==> config.mk <==
export PLATFORM = sky130hd
export DESIGN_NAME = text_memory_loader
export DESIGN_NICKNAME = d
export VERILOG_FILES = /design/src/rtl/text_memory_loader.sv
export SDC_FILE = /design/constraint.sdc
export NUM_CORES = 1
export LEC_CHECK = 0
export CORE_MARGIN = 4
export CORE_UTILIZATION = 50
export DETAILED_ROUTE_END_ITERATION = 12
export PLACE_DENSITY_LB_ADDON = 0.2
export SETUP_SLACK_MARGIN = 0.4
export SLEW_MARGIN = 10
export SYNTH_ARGS = -nofsm -noshare
export SYNTH_HDL_FRONTEND = slang
export SYNTH_SLANG_ARGS = --single-unit
==> constraint.sdc <==
create_clock -name clk -period 6.97 [get_ports clk]
set_clock_uncertainty 0.1 [all_clocks]
set_input_delay 0.697 -clock clk [delete_from_list [all_inputs] [get_ports clk]]
set_output_delay 0.697 -clock clk [all_outputs]
set_load 0.05 [all_outputs]
==> src/rtl/text_memory_loader.sv <==
// Text memory loader: unpacks a framed byte stream (SYNC, LEN_LO, LEN_HI, data) into 32-bit LE writes.
// Optional trailing XOR checksum byte when LOADER_CHECKSUM_EN is defined.
module text_memory_loader #(
    parameter int unsigned ADDR_WIDTH    = 8,
    parameter logic [7:0]  SYNC_BYTE     = 8'hA5,
    parameter bit          HOLD_AT_RESET = 1'b0
) (
    input  logic                  clk,
    input  logic                  rst,
    input  logic [7:0]            in_data,
    input  logic                  in_valid,
    output logic                  in_ready,
    output logic                  mem_we,
    output logic [ADDR_WIDTH-1:0] mem_addr,
    output logic [31:0]           mem_wdata,
    output logic                  core_rst,
    output logic                  busy,
    output logic                  done,
    output logic                  error,
    output logic [15:0]           words_loaded
);

    // state  | meaning
    // IDLE   | hunting for SYNC_BYTE, other bytes dropped
    // LEN_LO | expecting low byte of word count
    // LEN_HI | expecting high byte, range-checks the count
    // DATA   | packing data bytes into words
    // CSUM   | expecting XOR checksum byte (checksum build only)
    // FINISH | load complete, releases core
    // ERR    | frame rejected, core stays held
    typedef enum logic [2:0] {IDLE, LEN_LO, LEN_HI, DATA, CSUM, FINISH, ERR} state_t;

    localparam logic [16:0] MEM_WORDS = 17'd1 << ADDR_WIDTH;
`ifdef LOADER_CHECKSUM_EN
    localparam state_t AFTER_DATA = CSUM;
`else
    localparam state_t AFTER_DATA = FINISH;
`endif

    state_t      state, stateNext;
    logic [7:0]  lenLo;
    logic [15:0] len;
    logic [15:0] wordsRecv;
    logic [1:0]  byteCnt;
    logic [23:0] shiftReg;
    logic        accept;
    logic [15:0] lenNew;
    logic        lastWord;
`ifdef LOADER_CHECKSUM_EN
    logic [7:0]  csum;
`endif

    assign accept   = in_valid & in_ready;
    assign lenNew   = {in_data, lenLo};
    assign lastWord = (wordsRecv + 16'd1) == len;

    always_ff @(posedge clk or posedge rst) begin
        if (rst) state <= IDLE;
        else     state <= stateNext;
    end

    always_comb begin
        stateNext = state;
        in_ready  = (state != FINISH) && (state != ERR);
        busy      = (state != IDLE);
        done      = (state == FINISH);
        case (state)
            IDLE:   if (accept && in_data == SYNC_BYTE) stateNext = LEN_LO;
            LEN_LO: if (accept) stateNext = LEN_HI;
            LEN_HI: if (accept) begin
                if (lenNew == 16'd0)                 stateNext = AFTER_DATA;
                else if ({1'b0, lenNew} > MEM_WORDS) stateNext = ERR;
                else                                 stateNext = DATA;
            end
            DATA:   if (accept && byteCnt == 2'd3 && lastWord) stateNext = AFTER_DATA;
`ifdef LOADER_CHECKSUM_EN
            CSUM:   if (accept) stateNext = (in_data == csum) ? FINISH : ERR;
`endif
            FINISH: stateNext = IDLE;
            ERR:    stateNext = IDLE;
            default: stateNext = IDLE;
        endcase
    end

    always_ff @(posedge clk or posedge rst) begin
        if (rst) begin
            mem_we       <= 1'b0;
            mem_addr     <= '0;
            mem_wdata    <= '0;
            core_rst     <= HOLD_AT_RESET;
            error        <= 1'b0;
            words_loaded <= '0;
            lenLo        <= '0;
            len          <= '0;
            wordsRecv    <= '0;
            byteCnt      <= '0;
            shiftReg     <= '0;
`ifdef LOADER_CHECKSUM_EN
            csum         <= '0;
`endif
        end else begin
            mem_we <= 1'b0;
            // Address/count advance after the pulse so mem_addr shows the written word's index.
            if (mem_we) begin
                mem_addr     <= mem_addr + ADDR_WIDTH'(1);
                words_loaded <= words_loaded + 16'd1;
            end
            case (state)
                IDLE: if (accept && in_data == SYNC_BYTE) begin
                    core_rst     <= 1'b1;
                    error        <= 1'b0;
                    words_loaded <= '0;
                    byteCnt      <= '0;
                    mem_addr     <= '0;
                    wordsRecv    <= '0;
`ifdef LOADER_CHECKSUM_EN
                    csum         <= '0;
`endif
                end
                LEN_LO: if (accept) lenLo <= in_data;
                LEN_HI: if (accept) len <= lenNew;
                DATA: if (accept) begin
                    byteCnt <= byteCnt + 2'd1;
`ifdef LOADER_CHECKSUM_EN
                    csum    <= csum ^ in_data;
`endif
                    case (byteCnt)
                        2'd0: shiftReg[7:0]   <= in_data;
                        2'd1: shiftReg[15:8]  <= in_data;
                        2'd2: shiftReg[23:16] <= in_data;
                        default: begin
                            mem_we    <= 1'b1;
                            mem_wdata <= {in_data, shiftReg};
                            wordsRecv <= wordsRecv + 16'd1;
                        end
                    endcase
                end
                FINISH: core_rst <= 1'b0;
                ERR:    error    <= 1'b1;
                default: ;
            endcase
        end
    end

endmodule

Yosys cells after proc, flatten, opt, wreduce, memory -nomap -nowiden
Cells that the tools add are included.
{"block": "word_totals", "mem_bits_ro": 0, "inputBits": 11, "latch_bits": 0, "regBits": 128, "output_inout_bits": 62, "ramBits": 0, "n_memories": 0, "elab_cells": 89}
{"block": "classes", "n_lt_le_gt_ge": 1, "shifts": 0, "n_mux": 27, "n_eq_ne": 18, "n_reduce_logical": 23, "n_div": 0, "n_addsub": 4, "n_bitwise": 2, "mul": 0}
{"cell": "16-bit two-way mux", "count": 6}
{"cell": "16-bit by 1-bit adder with 16-bit output, second input constant", "count": 2}
{"cell": "16-bit case mux with 2 select lines", "count": 1}
{"cell": "8-bit two-way mux", "count": 3}
{"cell": "3-bit two-way mux", "count": 6}
{"cell": "16-bit equality test", "count": 1}
{"cell": "16-bit by 9-bit > comparator with 1-bit output, second input constant", "count": 1}
{"cell": "16-bit zero test", "count": 1}
{"cell": "3-bit AND reduction", "count": 5}
{"cell": "2-bit inequality test, second input constant", "count": 6}
{"cell": "3-bit case mux with 4 select lines", "count": 1}
{"cell": "8-bit by 1-bit adder with 8-bit output, second input constant", "count": 1}
{"cell": "8-bit equality test, second input constant", "count": 1}
{"cell": "2-bit AND reduction", "count": 4}
{"cell": "4-bit AND reduction", "count": 2}
{"cell": "3-bit by 2-bit equality test with 1-bit output, second input constant", "count": 2}
{"cell": "3-bit equality test, second input constant", "count": 2}
{"cell": "3-bit inequality test, second input constant", "count": 2}
{"cell": "2-bit nonzero test", "count": 3}
{"cell": "1-bit two-way mux", "count": 5}
{"cell": "2-bit equality test, second input constant", "count": 2}
{"cell": "1-bit logical AND", "count": 4}
{"cell": "2-bit two-way mux", "count": 2}
{"cell": "1-bit case mux with 2 select lines", "count": 2}
{"cell": "10 further kinds", "count": 10}

Longest topological paths before layout
Gate-level depths: netlist of the first run.
{"block": "depth", "depth_word": 7, "ltp_mapped": 9, "ltp_nobuf": 7}

Least setup slack after synthesis of the first run
No wires, ideal clock.
{"block": "synth_timing", "path_kind": "register to register", "startpoint": "reg state[1]", "endpoint": "reg state[2]", "period_less_slack_ns": 2.456, "n_path_buf": 1, "arrival_time_ns": 2.289, "path_stages_with_launch": 8, "path_slack_ns": 4.514, "required_ns": 6.803, "setup_ns": 0.067, "cell_sequence": "dfrtp_1 -> clkbuf_1 -> nor2b_1 -> o21ai_1 -> nand4_1 -> a2111oi_0 -> and4b_1 -> o221a_1"}
{"block": "synth_between", "elab_chain_len": 7, "elab_cells_between_ends": 17, "cone_classes": "9 x eq/ne; 1 x mux; 1 x bitwise; 6 x reduce/logical"}
{"element": "start, declared", "line": "40", "source": "state_t state, stateNext;"}
{"element": "start signal, assigned", "line": "59", "source": "else state <= stateNext;"}
{"element": "3-bit inequality test", "line": "64", "source": "in_ready = (state != FINISH) && (state != ERR);"}
{"element": "1-bit logical AND (*)", "line": "64"}
{"element": "via in_ready", "line": "12", "source": "output logic in_ready,"}
{"element": "1-bit bitwise AND (*)", "line": "53", "source": "assign accept = in_valid & in_ready;"}
{"element": "1-bit logical AND (2 in series)", "line": "75", "source": "DATA: if (accept && byteCnt == 2'd3 && lastWord) stateNext = AFTER_DATA;"}
{"element": "2-bit inequality test (no source line)"}
{"element": "4-bit AND reduction (no source line) (*)"}
Mark *: on every way through the listed nets, which the timed path passes. The rest lies on a longest branch.
A chain may end at the register's enable or synchronous reset.

Worst setup path in the final report of the first run
{"block": "layout_timing", "startpoint": "in in_data[4]", "endpoint": "reg wordsRecv[9]"}
{"block": "layout_between", "elab_chain_len": 4}
{"element": "start, declared", "line": "10", "source": "input logic [7:0] in_data,"}
{"element": "8-bit equality test", "line": "109", "source": "IDLE: if (accept && in_data == SYNC_BYTE) begin"}
{"element": "1-bit logical AND", "line": "109"}
{"element": "2-bit inequality test (no source line)"}
{"element": "4-bit AND reduction (no source line)"}
{"element": "end signal, assigned", "line": "134", "source": "wordsRecv <= wordsRecv + 16'd1;"}
{"element": "end, declared", "line": "43", "source": "logic [15:0] wordsRecv;"}
Every way passes these cells.

==> flow_summary_export.csv, run 1 <==
group,metric,value,unit
worst_setup_path,required,7150,ps
yosys,synth_ff_type,"dfrtp_1",
sta,finalSetupTns,0,ps
clock_tree,path_clk_slew,60,ps
yosys,syn_area,5862,µm²
place,pre_cts_slack,3452,ps
worst_setup_path,crit_end,"wordsRecv[9]",
worst_setup_path,critical_path_class,"in2reg",
worst_setup_path,reg2reg_from,"state[0]",
floorplan,dieWidth,116.3,µm
yosys,synth_sequential_area_ratio,54.64,%
worst_setup_path,max_stage_delay,570,ps
run,max_cap_viol_count,0,
clock_tree,post-cts-setup-buffers,0,
place,place_congestion,0.8168,
drt,vias,4303,
sta,setup_ws,3850,ps
clock_tree,tritoncts,"done",
clock_tree,h-tree-depth,4,
clock_tree,cts.sinks,128,
sta,post-route-period-util,44.77,%
worst_setup_path,worst_setup_path_start_kind,"primary input",
run_status,status,"finished, final reports clean",
floorplan,io_pins,73,
sta,min_period,3120,ps
worst_setup_path,critical_path.cell_chain,"clkdlybuf4s50_1, or4_1, or2_1, nor4_4, buf_4, o32ai_2, o21ai_1, o31ai_1",
sta,grt_setup_unrepaired,"false",
floorplan,coreArea,11470,µm²
worst_setup_path,crit_start,"in_data[4]",
sta,worst_pin_slew,1131,ps
floorplan,fp.dieArea,13520,µm²
global_routing,grt_pass1_vias,4375,
yosys,synth_cell_types,49,
yosys,synthCells,555,
global_routing,antenna_found_initial,0,
global_routing,grt_max_degree,72,
power_and_ir_drop,p_per_area,275.8,nW/µm²
yosys,ys_ff_latch,128,
yosys,synthesis.nets,574,
yosys,syn_avg_cell_area,10.56,µm²
place,port_buffers,72,
yosys,async_reset_ff_share,100.0,%
sta,slew_viol_final,0,
yosys,synth_area_leaders,"dfrtp_1 55%, mux2_2 9.4%, nand2_1 8.0%",
worst_setup_path,rr_endpoint,"wordsRecv[5]",
clock_tree,ctsResizeCount,0,
layout,fillers,934,
sta,hold_viol_final,0,
worst_setup_path,r2r_slack,4350,ps
floorplan,dieHeight,116.3,µm
clock_tree,holdBufCountCts,0,
layout,postLayoutCoreUtil,63.95,%
drt,vias_per_cell,5.503,
drt,wl_per_cell,16.85,µm
sta,finalSetupViolations,0,
worst_hold_path,min_path_type,"reg2reg",
clock_tree,cts_buffers,17,
yosys,synth_top_area_share,54.64,%
layout,layout_commonest_cell,"dfrtp_1",
power_and_ir_drop,ir_worst_vdd,180.4,µV
layout,final_cell_mix,"128 x dfrtp_1, 125 x nand2_1, 72 x clkdlybuf4s50_1",
yosys,synth_edf_count,0,
worst_setup_path,cp.arrival,3300,ps
drt,ant_nets,0,
layout,area_growth,25.10,%
sta,relSlewSlack,24.60,%
worst_setup_path,slowest_stage,"or4_1",
yosys,yosysWarningCount,0,
layout,antenna_cells,0,
layout,nets,645,
sta,timing.fmax,320.5,MHz
worst_setup_path,endpoint_kind,"flop",
drt,drc,0,
worst_setup_path,path_max_fanout,29,
floorplan,rows,39,
yosys,synth_top_area_cell,"dfrtp_1",
floorplan,start_util,51.12,%
global_routing,overflow,0,
worst_setup_path,reg2reg_depth,6,
clock_tree,clock_latency,410,ps
global_routing,track_usage,21.07,%
global_routing,grt_pass1_wl,22.11,mm
power_and_ir_drop,leakage,0.003435,µW
place,dp_hpwl,8.679,mm
drt,first_pass_iters,4,
drt,drt-initial-drc-count,272,
layout,layout-drive-gt1-share,14.40,%
drt,wl,13.17,mm
clock_tree,cts_buffer_depth,2,
clock_tree,cts_root_buf,"clkbuf_16",
==> metrics by stage <==
| stage | instance area (µm²) | std cells | hold WS, ps | total power [µW] |
|---|---|---|---|---|
| global route | 7333 | 782 | 387.9 | 2099 |
| CTS | 7333 | 782 | 367.6 | 2037 |
| detailed placement | 6688 | 750 | 356.4 | 1066 |
| global placement | 6688 | 750 | 347.1 | 1056 |
| floorplan | 5862 | 555 | 333.1 | 992.8 |
| finish | 7333 | 782 | 362.0 | 2022 |
==> cell type report <==
cell class                      count  area (µm²)  area share (%)
Clock inverter                     11       185.2           2.525
Tap cell                          143       178.9           2.440
Timing Repair Buffer               76       750.7           10.24
Multi-Input combinational cell    393        2515           34.29
Sequential cell                   128        3203           43.68
Clock buffer                       21       460.4           6.279
Inverter                           10       40.04          0.5460
==> worst min path at each step <==
stage               slack, ps             to         start  cells after the start
floorplan                 330   mem_wdata[0]   shiftReg[0]                      2
global placement          350  mem_wdata[17]  shiftReg[17]                      2
detailed placement        360  mem_wdata[13]  shiftReg[13]                      2
CTS                       370  mem_wdata[18]  shiftReg[18]                      2
global route              390   mem_wdata[0]   shiftReg[0]                      2
finish                    360  mem_wdata[18]  shiftReg[18]                      2
==> per-layer routing <==
metal  GRT usage [%]  vias to the layer above  share of wire, %
met5               0                        -                 0
met4           7.115                        0               1.0
met3           5.596                        9               4.9
met2           33.56                      111                49
met1           28.17                     2149                45
li1                -                     2034                 -
==> report_power, final <==
part           total, µW  internal [µW]  switching [µW]
combinational        224           95.9             128
sequential           828            786            42.2
clock                970            651             319
==> synth_stat cells, drive strengths merged, types with 6 or more instances <==
| library cell | n |
|---|---|
| nand3 | 16 |
| clkbuf | 13 |
| xnor2 | 18 |
| o31ai | 6 |
| a21oi | 11 |
| or3 | 6 |
| o21ai | 27 |
| and3 | 9 |
| xor2 | 25 |
| nor3 | 6 |
| ha | 8 |
| inv | 10 |
| buf | 11 |
| nand2 | 125 |
| dfrtp | 128 |
| mux2 | 49 |
| nor2 | 40 |
| nand4 | 9 |
==> worst max-delay path, delay by kind of cell <==
family	cells	cell delay, ps
AOI/OAI and AO/OA	3	680
and+or+nand+nor	3	990
buffers and inverters	2	910
==> cell families after synthesis <==
logic type                 synth area share (%)
DFF                                       54.64
muxes                                     9.925
xor gates and xnor gates                  6.425
AOI/OAI and AO/OA                         6.126
adders and majority gates                 1.708
and+or+nand+nor                           18.63
buffers and inverters                     2.540
==> state kept, by name, summed over array words and instances, names as in the netlist, 2 cells and up <==
| signal | cells |
|---|---|
| mem_wdata | 32 |
| shiftReg | 24 |
| len | 16 |
| wordsRecv | 16 |
| words_loaded | 16 |
| lenLo | 8 |
| mem_addr | 8 |
| state | 3 |
| byteCnt | 2 |
Power figures use the tool's default switching activity.
==> inputs of run 2 (changes only) <==
Clock period 6.97 ns to 2.6 ns, I/O delays scaled along.
==> run 2 against run 1 <==
Compared with the run above: routed wire length is 4.5% higher; largest cell class unchanged; die area stayed put; critical endpoint unchanged; clock power is 140% higher; critical path type unchanged; count of clock-buffer cells in the layout is 4 lower; final cell count is 3.6% higher; first-iteration DRC count is 1.1% lower.
==> flow_summary_export.csv, run 2 (synthesis gave the netlist of run 1 again) <==
group,metric,value,unit
global_routing,track_usage,21.15,%
power_and_ir_drop,leakage,0.003591,µW
global_routing,antenna_found_initial,0,
clock_tree,path_clk_slew,60,ps
layout,final_cell_mix,"125 x nand2_1, 117 x dfrtp_1, 65 x clkdlybuf4s50_1",
layout,layout_commonest_cell,"nand2_1",
sta,min_period,2234,ps
clock_tree,cts_buffers,17,
floorplan,rows,39,
sta,hold_viol_final,0,
global_routing,grt_pass1_vias,4361,
floorplan,fp.dieArea,13520,µm²
layout,antenna_cells,0,
worst_hold_path,min_path_type,"in2reg",
floorplan,start_util,51.12,%
floorplan,dieWidth,116.3,µm
floorplan,io_pins,73,
clock_tree,cts_root_buf,"clkbuf_16",
sta,post-route-period-util,85.93,%
sta,finalSetupViolations,0,
drt,vias_per_cell,5.572,
power_and_ir_drop,design_power_total,5205,µW
drt,wl_per_cell,17.00,µm
sta,relSlewSlack,54.77,%
place,port_buffers,72,
place,place_congestion,0.8041,
floorplan,dieHeight,116.3,µm
worst_setup_path,endpoint_kind,"flop",
layout,layout-drive-gt1-share,21.89,%
clock_tree,cts_buffer_depth,2,
power_and_ir_drop,p_per_area,684.1,nW/µm²
layout,largest_reg_flops,32,
clock_tree,clock_latency,410,ps
global_routing,grt_max_degree,129,
worst_setup_path,required,2790,ps
drt,first_pass_iters,5,
drt,ant_nets,0,
layout,nets,673,
layout,area_growth,29.80,%
clock_tree,cts.sinks,128,
clock_tree,h-tree-depth,4,
layout,largest-register,"mem_wdata",
global_routing,grt_pass1_wl,22.27,mm
worst_setup_path,critical_path_class,"in2reg",
sta,slew_viol_final,0,
worst_setup_path,worst_setup_path_start_kind,"primary input",
sta,grt_setup_unrepaired,"true",
layout,fillers,856,
sta,setup_ws,365.8,ps
worst_setup_path,path_max_fanout,8,
drt,drc,0,
place,dp_hpwl,8.811,mm
run,max_cap_viol_count,0,
sta,timing.fmax,447.6,MHz
floorplan,coreArea,11470,µm²
layout,top_regs,"mem_wdata: 32 flops, shiftReg: 24 flops",
place,pre_cts_slack,-47.90,ps
clock_tree,holdBufCountCts,0,
run_status,status,"finished, final reports clean",
clock_tree,tritoncts,"done",
worst_setup_path,cp.arrival,2420,ps
global_routing,overflow,0,
drt,wl,13.77,mm
drt,vias,4513,
power_and_ir_drop,ir_worst_vdd,430.3,µV
drt,drt-initial-drc-count,269,
sta,worst_pin_slew,678.4,ps
[run 2: cell count changes in the layout (fill, tap and decap cells not counted), moves of 2 or more]
cell	delta
clkbuf_1	-2
dlymetal6s2s_1	+3
clkbuf_8	-2
dfrtp_2	+11
buf_12	+3
dfrtp_1	-11
clkinv_4	+4
inv_6	+4
clkdlybuf4s50_1	-7
bufinv_16	-3
dlygate4sd2_1	+2
buf_4	+23
[run 2: final cells by class]
class	instances	area, µm²	area share (%)
Clock buffer	17	425.4	5.591
Clock inverter	15	160.2	2.105
Sequential cell	128	3217	42.28
Tap cell	143	178.9	2.352
Timing Repair Buffer	103	996.0	13.09
Multi-Input combinational cell	394	2590	34.04
Inverter	10	41.29	0.5427
[run 2: repair_timing]
action,CTS,global route
gates resized for setup,20,14
buffers inserted,0,8
pin swaps,1,7
setup endpoints to repair,6,21
gates cloned,0,1
[run 2: worst max-delay path, cell delays in order]
cell and delay (ps):
clkdlybuf4s50_1 450, or4_4 430, or2_4 290, nor4_4 420
o32ai_2 290, o21ai_1 190, o31ai_1 80
[run 2: path summary, 6_finish.rpt]
check	from	to	slack, ps	depth (start not counted)
max reg2reg	wordsRecv[9]	state[2]	420	6
max in group asynchronous	rst	wordsRecv[11]	1600	3
min reg2reg	shiftReg[7]	mem_wdata[7]	370	2
max	in_data[6]	wordsRecv[9]	370	7
min	in_data[4]	mem_wdata[28]	180	4
min in group asynchronous	rst	mem_wdata[7]	280	3
[run 2: metrics by stage]
step | util, % | area (µm²) | hold slack (ps) | setup TNS [ps] | instances
floorplan | - | 5869 | 260.0 | 0 | 555
global placement | 59.93 | 6873 | 341.6 | 0 | 769
detailed placement | 59.93 | 6873 | 352.5 | -313.4 | 769
CTS | 65.29 | 7487 | 325.9 | 0 | 801
global route | 66.35 | 7609 | 208.0 | 0 | 810
finish | 66.35 | 7609 | 179.1 | 0 | 810
[run 2: metal layers]
| metal | share of wire, % | GRT usage (%) | wire [µm] | up-vias |
|---|---|---|---|---|
| li1 | - | - | - | 2112 |
| met1 | 45 | 28.10 | 6186 | 2257 |
| met2 | 49 | 33.64 | 6691 | 125 |
| met3 | 4.9 | 5.699 | 681 | 19 |
| met4 | 1.5 | 7.502 | 210 | 0 |
| met5 | 0 | 0 | 0 | - |
[run 2: power by group]
part / total (µW) / internal, µW / switching, µW
clock network: 2350 / 1420 / 928
logic: 641 / 276 / 364
registers: 2220 / 2110 / 108
==> inputs of run 3 (changes only) <==
Settings changed: ABC_AREA set to 0, CORE_ASPECT_RATIO set to 0.6.
==> run 3 against run 2 <==
Compared with the run above: register-to-register slack worse by 90 ps; clock power is 6% higher; global-route usage is 1.1 points higher; sequential share of layout area is 0.41 points lower; hold slack worse by 19 ps; non-clock buffer count is 2 lower; critical path type is now reg2reg; critical endpoint is now state[2]; highest routed layer unchanged.
==> flow_summary_export.csv, run 3 (synthesis gave the netlist of run 1 again) <==
group,metric,value,unit
drt,ant_nets,0,
sta,relSlewSlack,54.57,%
worst_setup_path,required,2860,ps
layout,nets,671,
worst_setup_path,path_max_fanout,5,
sta,min_period,2269,ps
drt,first_pass_iters,5,
clock_tree,cts_buffers,17,
floorplan,dieWidth,147.8,µm
worst_setup_path,cp.arrival,2520,ps
drt,vias_per_cell,5.484,
sta,post-route-period-util,87.26,%
drt,drt-initial-drc-count,392,
layout,layout-drive-gt1-share,23.01,%
floorplan,start_util,51.54,%
clock_tree,h-tree-depth,4,
clock_tree,cts_root_buf,"clkbuf_16",
worst_setup_path,critical_path_class,"reg2reg",
clock_tree,clock_latency,420,ps
clock_tree,cts_buffer_depth,2,
sta,slew_viol_final,0,
place,dp_hpwl,9.453,mm
power_and_ir_drop,ir_worst_vdd,442.1,µV
global_routing,grt_pass1_vias,4523,
power_and_ir_drop,leakage,0.003576,µW
layout,top_regs,"mem_wdata: 32 flops, shiftReg: 24 flops",
drt,drc,0,
run_status,status,"finished, final reports clean",
worst_setup_path,slowest_stage,"a2111oi_4",
clock_tree,path_clk_slew,60,ps
worst_hold_path,hold_depth,4,
global_routing,overflow,0,
layout,final_cell_mix,"124 x nand2_1, 119 x dfrtp_1, 67 x clkdlybuf4s50_1",
worst_setup_path,r2r_slack,330,ps
power_and_ir_drop,p_per_area,697.6,nW/µm²
sta,timing.fmax,440.8,MHz
worst_setup_path,crit_end,"state[2]",
sta,hold_viol_final,0,
floorplan,rows,30,
worst_setup_path,reg2reg_depth,6,
clock_tree,tritoncts,"done",
floorplan,dieHeight,91.87,µm
place,port_buffers,72,
floorplan,io_pins,73,
global_routing,antenna_found_initial,0,
clock_tree,cts.sinks,128,
layout,stdcell_count,825,
place,dpl.cell_count,786,
layout,largest_reg_flops,32,
global_routing,grt_pass1_wl,23.65,mm
sta,worst_pin_slew,681.5,ps
worst_setup_path,worst_setup_path_start_kind,"flop",
drt,wl,14.57,mm
layout,area_growth,30.97,%
worst_setup_path,critical_path.cell_chain,"ha_2, and3_2, nand4b_1, a2111oi_4, and4b_2, o221a_1",
clock_tree,holdBufCountCts,0,
layout,antenna_cells,0,
sta,finalSetupViolations,0,
worst_setup_path,endpoint_kind,"flop",
global_routing,grt_max_degree,129,
worst_setup_path,reg2reg_from,"wordsRecv[1]",
drt,wl_per_cell,17.66,µm
sta,grt_setup_unrepaired,"true",
floorplan,coreArea,11370,µm²
worst_setup_path,rr_endpoint,"state[2]",
global_routing,track_usage,22.22,%
worst_setup_path,max_stage_delay,440,ps
layout,postLayoutCoreUtil,67.50,%
worst_setup_path,crit_start,"wordsRecv[1]",
floorplan,fp.dieArea,13580,µm²
drt,vias,4524,
worst_hold_path,min_path_type,"in2reg",
run,max_cap_viol_count,0,
place,place_congestion,0.8706,
layout,layout_commonest_cell,"nand2_1",
layout,largest-register,"mem_wdata",
run 3: how the worst min path moves through the flow:
stage	startpoint	end	slack (ps)
floorplan	in_valid	state[1]	260
global placement	shiftReg[19]	mem_wdata[19]	340
detailed placement	shiftReg[5]	mem_wdata[5]	350
CTS	rst	words_loaded[11]	330
global route	in_data[1]	mem_wdata[25]	190
finish	in_data[1]	mem_wdata[25]	160
run 3: repair_timing:
action	4_1_cts	5_1_grt
cloned	1	0
pin swaps	4	12
gates resized for setup	22	23
setup buffers	4	2
endpoints found under the hold margin	0	0
setup endpoints to repair	17	83
run 3: where the power goes:
part / total, µW / switching [µW] / internal, µW
Combinational: 661 / 386 / 275
Sequential: 2210 / 107 / 2110
Clock: 2480 / 935 / 1550
run 3: routing by layer:
layer / track usage (%) / routed length, µm / part of all wire (%)
met1: 32.52 / 6794 / 47
met2: 32.41 / 6556 / 45
met3: 6.074 / 1067 / 7.3
met4: 6.744 / 153 / 1.1
met5: 0 / 0 / 0
run 3: cell type report:
class	count	area, µm²
sequential	128	3214
clock inverter	14	178.9
timing repair buffer	101	950.9
inverter	10	41.29
multi-input combinational	394	2653
tap	160	200.2
clock buffer	18	439.2
fill	843	3696
run 3: metrics by stage:
step | setup slack [ps] | instance area (µm²) | hold WS [ps] | TNS [ps] | power (µW)
floorplan | 421.6 | 5869 | 260.0 | 0 | 2663
global placement | 1.982 | 6867 | 342.1 | 0 | 2855
detailed placement | -76.68 | 6867 | 354.3 | -659.8 | 2870
CTS | 340.2 | 7580 | 327.4 | 0 | 5370
global route | 302.5 | 7677 | 192.2 | 0 | 5552
finish | 331.2 | 7677 | 160.5 | 0 | 5355
run 3: critical path: cells and delay by family (launching register included):
kind            cells  cell delay (ps)
compound gates      2              620
fa+ha+maj           1              280
flops               1              400
simple gates        3              800
